## src/rtl/sequential_divider_if.sv

```systemverilog
// rtl/sequential_divider_if.sv - start/ready handshake and operand/result bundle for the sequential divider
interface sequential_divider_if #(
   parameter int N = 4
);
   logic         start;
   logic         ready;
   logic [N-1:0] dividend;
   logic [N-1:0] divisor;
   logic [N-1:0] quotient;
   logic [N-1:0] remainder;
   logic         div_by_zero;

   modport master (
      output start,
      output dividend,
      output divisor,
      input  ready,
      input  quotient,
      input  remainder,
      input  div_by_zero
   );

   modport slave (
      input  start,
      input  dividend,
      input  divisor,
      output ready,
      output quotient,
      output remainder,
      output div_by_zero
   );
endinterface

```

## src/rtl/sequential_divider.sv

```systemverilog
// rtl/sequential_divider.sv - unsigned restoring divider, one quotient bit per clock
module sequential_divider #(
   parameter int N = 4
) (
   input  logic                  clk,
   input  logic                  rst_n,
   sequential_divider_if.slave   bus
);

   localparam int CW = $clog2(N + 1);

   typedef enum logic [1:0] {
      IDLE = 2'd0,
      RUN  = 2'd1,
      DONE = 2'd2
   } state_t;

   state_t state;
   state_t state_nxt;

   // Dividend shift register: holds the latched dividend, then fills with
   // quotient bits from the LSB as dividend bits leave from the MSB.
   logic [N-1:0]  shreg;
   logic [N-1:0]  dvs;
   // Running remainder. The restoring step keeps it below the divisor, so
   // its (N+1)-th bit is always zero and only N bits are stored.
   logic [N-1:0]  partial;
   logic [CW-1:0] cnt;

   logic [N:0]    trial;
   logic [N-1:0]  diff;
   logic          ge;
   logic          accept;

   logic          rdy;
   logic [N-1:0]  quo;
   logic [N-1:0]  rem;
   logic          dbz;

   assign bus.ready       = rdy;
   assign bus.quotient    = quo;
   assign bus.remainder   = rem;
   assign bus.div_by_zero = dbz;

   // One restoring step: shift in the next dividend bit and compare N+1 wide.
   always_comb begin
      trial = {partial, shreg[N-1]};
      ge    = (trial >= {1'b0, dvs});
      // When ge holds the true difference fits in N bits, so modulo-2^N is exact.
      diff  = trial[N-1:0] - dvs;
   end

   // State register.
   always_ff @(posedge clk or negedge rst_n) begin
      if (!rst_n) begin
         state <= IDLE;
      end else begin
         state <= state_nxt;
      end
   end

   // Next-state logic; start is only honoured in IDLE.
   always_comb begin
      state_nxt = state;
      accept    = 1'b0;
      case (state)
         IDLE: begin
            if (bus.start) begin
               accept    = 1'b1;
               state_nxt = (bus.divisor == '0) ? DONE : RUN;
            end
         end
         RUN: begin
            if (cnt == CW'(1)) begin
               state_nxt = DONE;
            end
         end
         DONE: begin
            state_nxt = IDLE;
         end
         default: begin
            state_nxt = IDLE;
         end
      endcase
   end

   // Datapath and result registers.
   always_ff @(posedge clk or negedge rst_n) begin
      if (!rst_n) begin
         shreg   <= '0;
         dvs     <= '0;
         partial <= '0;
         cnt     <= '0;
         rdy     <= 1'b0;
         quo     <= '0;
         rem     <= '0;
         dbz     <= 1'b0;
      end else begin
         case (state)
            IDLE: begin
               if (accept) begin
                  shreg   <= bus.dividend;
                  dvs     <= bus.divisor;
                  partial <= '0;
                  cnt     <= CW'(N);
                  rdy     <= 1'b0;
                  quo     <= '0;
                  rem     <= '0;
                  dbz     <= 1'b0;
               end
            end
            RUN: begin
               partial <= ge ? diff : trial[N-1:0];
               shreg   <= {shreg[N-2:0], ge};
               cnt     <= cnt - CW'(1);
            end
            DONE: begin
               // A zero divisor skips RUN, so shreg still holds the dividend.
               if (dvs == '0) begin
                  quo <= '1;
                  rem <= shreg;
                  dbz <= 1'b1;
               end else begin
                  quo <= shreg;
                  rem <= partial;
                  dbz <= 1'b0;
               end
               rdy <= 1'b1;
            end
            default: begin
               rdy <= 1'b0;
            end
         endcase
      end
   end

endmodule
```

## src/flat_wrapper.sv

```systemverilog
// flat-port wrapper written by rule: the top's interface ports become plain ports
module sequential_divider_flat 
#(
   parameter int N = 4
)
  (clk, rst_n, bus_start, bus_dividend, bus_divisor, bus_ready, bus_quotient, bus_remainder, bus_div_by_zero);
  sequential_divider_if #(.N(N)) bus_i ();
  input  logic clk;
  input  logic rst_n;
  input wire logic [$bits(bus_i.start)-1:0] bus_start;
  input wire logic [$bits(bus_i.dividend)-1:0] bus_dividend;
  input wire logic [$bits(bus_i.divisor)-1:0] bus_divisor;
  output wire logic [$bits(bus_i.ready)-1:0] bus_ready;
  output wire logic [$bits(bus_i.quotient)-1:0] bus_quotient;
  output wire logic [$bits(bus_i.remainder)-1:0] bus_remainder;
  output wire logic [$bits(bus_i.div_by_zero)-1:0] bus_div_by_zero;
  assign bus_i.start = bus_start;
  assign bus_i.dividend = bus_dividend;
  assign bus_i.divisor = bus_divisor;
  assign bus_ready = bus_i.ready;
  assign bus_quotient = bus_i.quotient;
  assign bus_remainder = bus_i.remainder;
  assign bus_div_by_zero = bus_i.div_by_zero;
  sequential_divider #(.N(N)) u_core (.clk(clk), .rst_n(rst_n), .bus(bus_i));
endmodule
```

## config.mk

```make
export PLATFORM = sky130hd
export DESIGN_NAME = sequential_divider_flat
export DESIGN_NICKNAME = d
export VERILOG_FILES = /design/src/rtl/sequential_divider_if.sv /design/src/rtl/sequential_divider.sv /design/src/flat_wrapper.sv
export SDC_FILE = /design/constraint.sdc
export NUM_CORES = 1
export LEC_CHECK = 0
export ABC_AREA = 1
export BUFFER_PORTS_ARGS = -buffer_cell sky130_fd_sc_hd__buf_2
export CAP_MARGIN = 10
export CORE_AREA = 2 2 63 65
export CTS_CLUSTER_SIZE = 16
export DETAILED_ROUTE_END_ITERATION = 8
export DIE_AREA = 0 0 65 67
export GPL_ROUTABILITY_DRIVEN = 0
export PLACE_DENSITY_LB_ADDON = 0.3
export SYNTH_ARGS = -nofsm -noshare
export SYNTH_HDL_FRONTEND = slang
export SYNTH_SLANG_ARGS = --single-unit
```

## constraint.sdc

```tcl
create_clock -name clk -period 1.8 [get_ports clk]
set_clock_uncertainty 0.05 [all_clocks]
set_input_delay 0.45 -clock clk [delete_from_list [all_inputs] [get_ports clk]]
set_output_delay 0.45 -clock clk [all_outputs]
set_load 0.05 [all_outputs]
```

==> run metrics <==
status=complete, no violations; Worst Path Required=1.92 ns; commonest non-fill, non-tap cell in the layout=nand2_1; Slew @ Worst Pin=0.594 ns; CTS Buf Count=3; Slew headroom=60.4%; number of setup buffers added after CTS=0; Worst VDD drop=0.825 mV; Post-CTS Hold Fix Bufs=0; setup tns final=0 ns; Worst-path clk slew=0.09 ns; sequential area share after synthesis=48.0%; DR vias/cell=4.88; Area Growth Syn to Fin=13.9%; post-DP HPWL=2.14 mm; Slew Limit Fails=0; Chip Height=67 µm; Top Ports=21; Worst Setup Start Kind=flip-flop; Hold Vio Cnt, Final=0; vias=1118; CP Max Fanout=4; crit path kind=reg -> reg; total power=3230 µW; Pleak=0.000833 µW; Core Rows=22; first drt pass iteration count=4; Residual DRC=0; Synth Area in XOR/XNOR=0.623%; nets@finish=200; min cycle time layout=1.62 ns; Core ar.=0.00361 mm²; die area=0.00436 mm²; DRT iter0 DRCs=77; post-synthesis cell type count=27; FMAX=616 MHz; die width=65 µm; Syn Inst Count=158; Setup WS pre-CTS=0.200 ns; crit path DAT=1.74 ns; H-Tree Depth=1; Post-Syn Area=0.00141 mm²; Max clock buf depth=2; number of fill cells=350; Synth warnings=0; initial antenna violation count=0; #FFs+latches synth=27; ant diodes=0; worst hold margin=0.129 ns; vias in the first global route=1029; CTS tree=yes; Mean Syn Cell Area=8.90 µm²; max cap viols=0; Register Area=676 µm²; main combinational cell family by area after synthesis=simple AND/OR/NAND/NOR gates; Worst Setup End Kind=flip-flop; Initial Util=39.0%; post-synthesis compound-gate area fraction=14.1%; share of cells above drive strength 1=20.4%; GRT Residual Overflow=0; Root Driver=clkbuf_8; RSZ-0062 raised after global routing=no; most frequent cells in the layout=nand2_1 (40), dfrtp_1 (27), buf_2 (20), inv_1 (18), o21ai_0 (13); Clock Sink Count=27; Syn Nets=176; simple-gate share of the synthesized area=23.1%; period utilization=90.2%; Pwr Density=2020 mW/mm²; Routed WL=2.70 mm; first-pass GRT wire length=4.53 mm; setup ws final=0.176 ns; largest net degree at the start of global routing=28; Hold Path Class=in -> async; Clock Latency Late Sink=0.26 ns; Post-DRT Antenna Nets=0; Post-Synth Adder-Cell Area=6.76%; multiplexer area fraction after synthesis=0%; Final Setup Violations=0; area occupied by multi-input gates=628 µm²; Routed WL per cell=11.8 µm; gr usage total=13.6%; post-cts resize count=0; IO Port Bufs=20
[cell type report]
| type | count | area share [%] |
|---|---|---|
| clock buffer | 3 | 2.58 |
| clock inverter | 1 | 0.312 |
| inverter | 23 | 5.70 |
| multi-input combinational | 107 | 39.2 |
| sequential | 27 | 42.2 |
| tap | 48 | 3.75 |
| timing repair buffer | 20 | 6.25 |
[registers in the layout, indices dropped and copies added (netlist names)]
name,count
u_core.bus.quotient,4
u_core.bus.remainder,4
u_core.dvs,4
u_core.partial,4
u_core.shreg,4
u_core.cnt,3
u_core.state,2
u_core.bus.div_by_zero,1
u_core.bus.ready,1
[power breakdown]
part           total (µW)  leakage (µW)  internal, µW  switching (µW)
Combinational        1860      0.000465           616            1240
Clock                 331     0.0000255           155             176
Sequential           1040      0.000343           871             173
[worst paths after layout]
kind	start	end	slack [ns]	depth (start not counted)
worst max-delay path	u_core.shreg[3]$_DFFE_PN0P_	u_core.partial[2]$_DFFE_PN0P_	0.18	8
worst min-delay path	rst_n	u_core.bus.remainder[3]$_DFFE_PN0P_	0.13	1
worst min register to register	u_core.bus.div_by_zero$_DFFE_PN0P_	u_core.bus.div_by_zero$_DFFE_PN0P_	0.43	2
max in group asynchronous	rst_n	u_core.state[0]$_DFFE_PN0P_	1.18	1
worst max register to register	u_core.shreg[3]$_DFFE_PN0P_	u_core.partial[2]$_DFFE_PN0P_	0.18	8
min in group clk	bus_divisor[1]	u_core.dvs[1]$_DFFE_PN0P_	0.35	3
[critical path, cell delays in order, from the launching register on]
cell	delay, ns
dfrtp_1	0.38
inv_1	0.12
ha_1	0.17
inv_1	0.07
fa_1	0.37
xnor2_1	0.18
nand2_1	0.07
nand3_1	0.07
nand2_1	0.05
[cells in the mapped netlist]
cell	number	area [µm²]
nand2_1	40	150
inv_2	3	11.3
nand3b_1	1	7.51
nor2_8	1	20.0
o21ai_0	13	65.1
ha_1	6	75.1
fa_1	1	20.0
nor2_2	1	6.26
xnor2_1	1	8.76
nand2_2	1	6.26
buf_6	1	11.3
a211oi_2	1	12.5
o21a_1	1	7.51
inv_4	2	12.5
a22oi_1	3	22.5
o22ai_1	1	6.26
nand2_8	1	20.0
inv_1	18	67.6
a21o_1	1	7.51
dfrtp_1	27	676
o21ai_1	3	15.0
nor2_1	7	26.3
nor2_4	2	22.5
a21oi_1	5	25.0
nand3_1	11	55.1
nand2_4	1	11.3
o211ai_1	5	37.5
[per-layer routing]
layer / global-route usage [%] / vias to the layer above / share of wire, %
li1: - / 565 / -
met1: 16.9 / 529 / 47
met2: 23.7 / 22 / 48
met3: 3.89 / 2 / 4.5
met4: 2.13 / 0 / 0.85
met5: 0 / - / 0
[cells by family (layout without fill, tap and decap cells)]
kind of cell / count (synthesis) / count (layout)
compound gates: 33 / 33
xor+xnor: 1 / 1
fa+ha+maj: 7 / 7
buf+inv: 24 / 47
flops: 27 / 27
simple gates: 66 / 66
[stage by stage]
stage | util [%] | cell area, µm² | cells
after floorplan | - | 1410 | 158
after global placement | 43.1 | 1560 | 225
after detailed placement | 43.1 | 1560 | 225
after CTS | 44.4 | 1600 | 229
after global routing | 44.4 | 1600 | 229
final | 44.4 | 1600 | 229
Note: power is estimated with default switching activity, not from simulation.
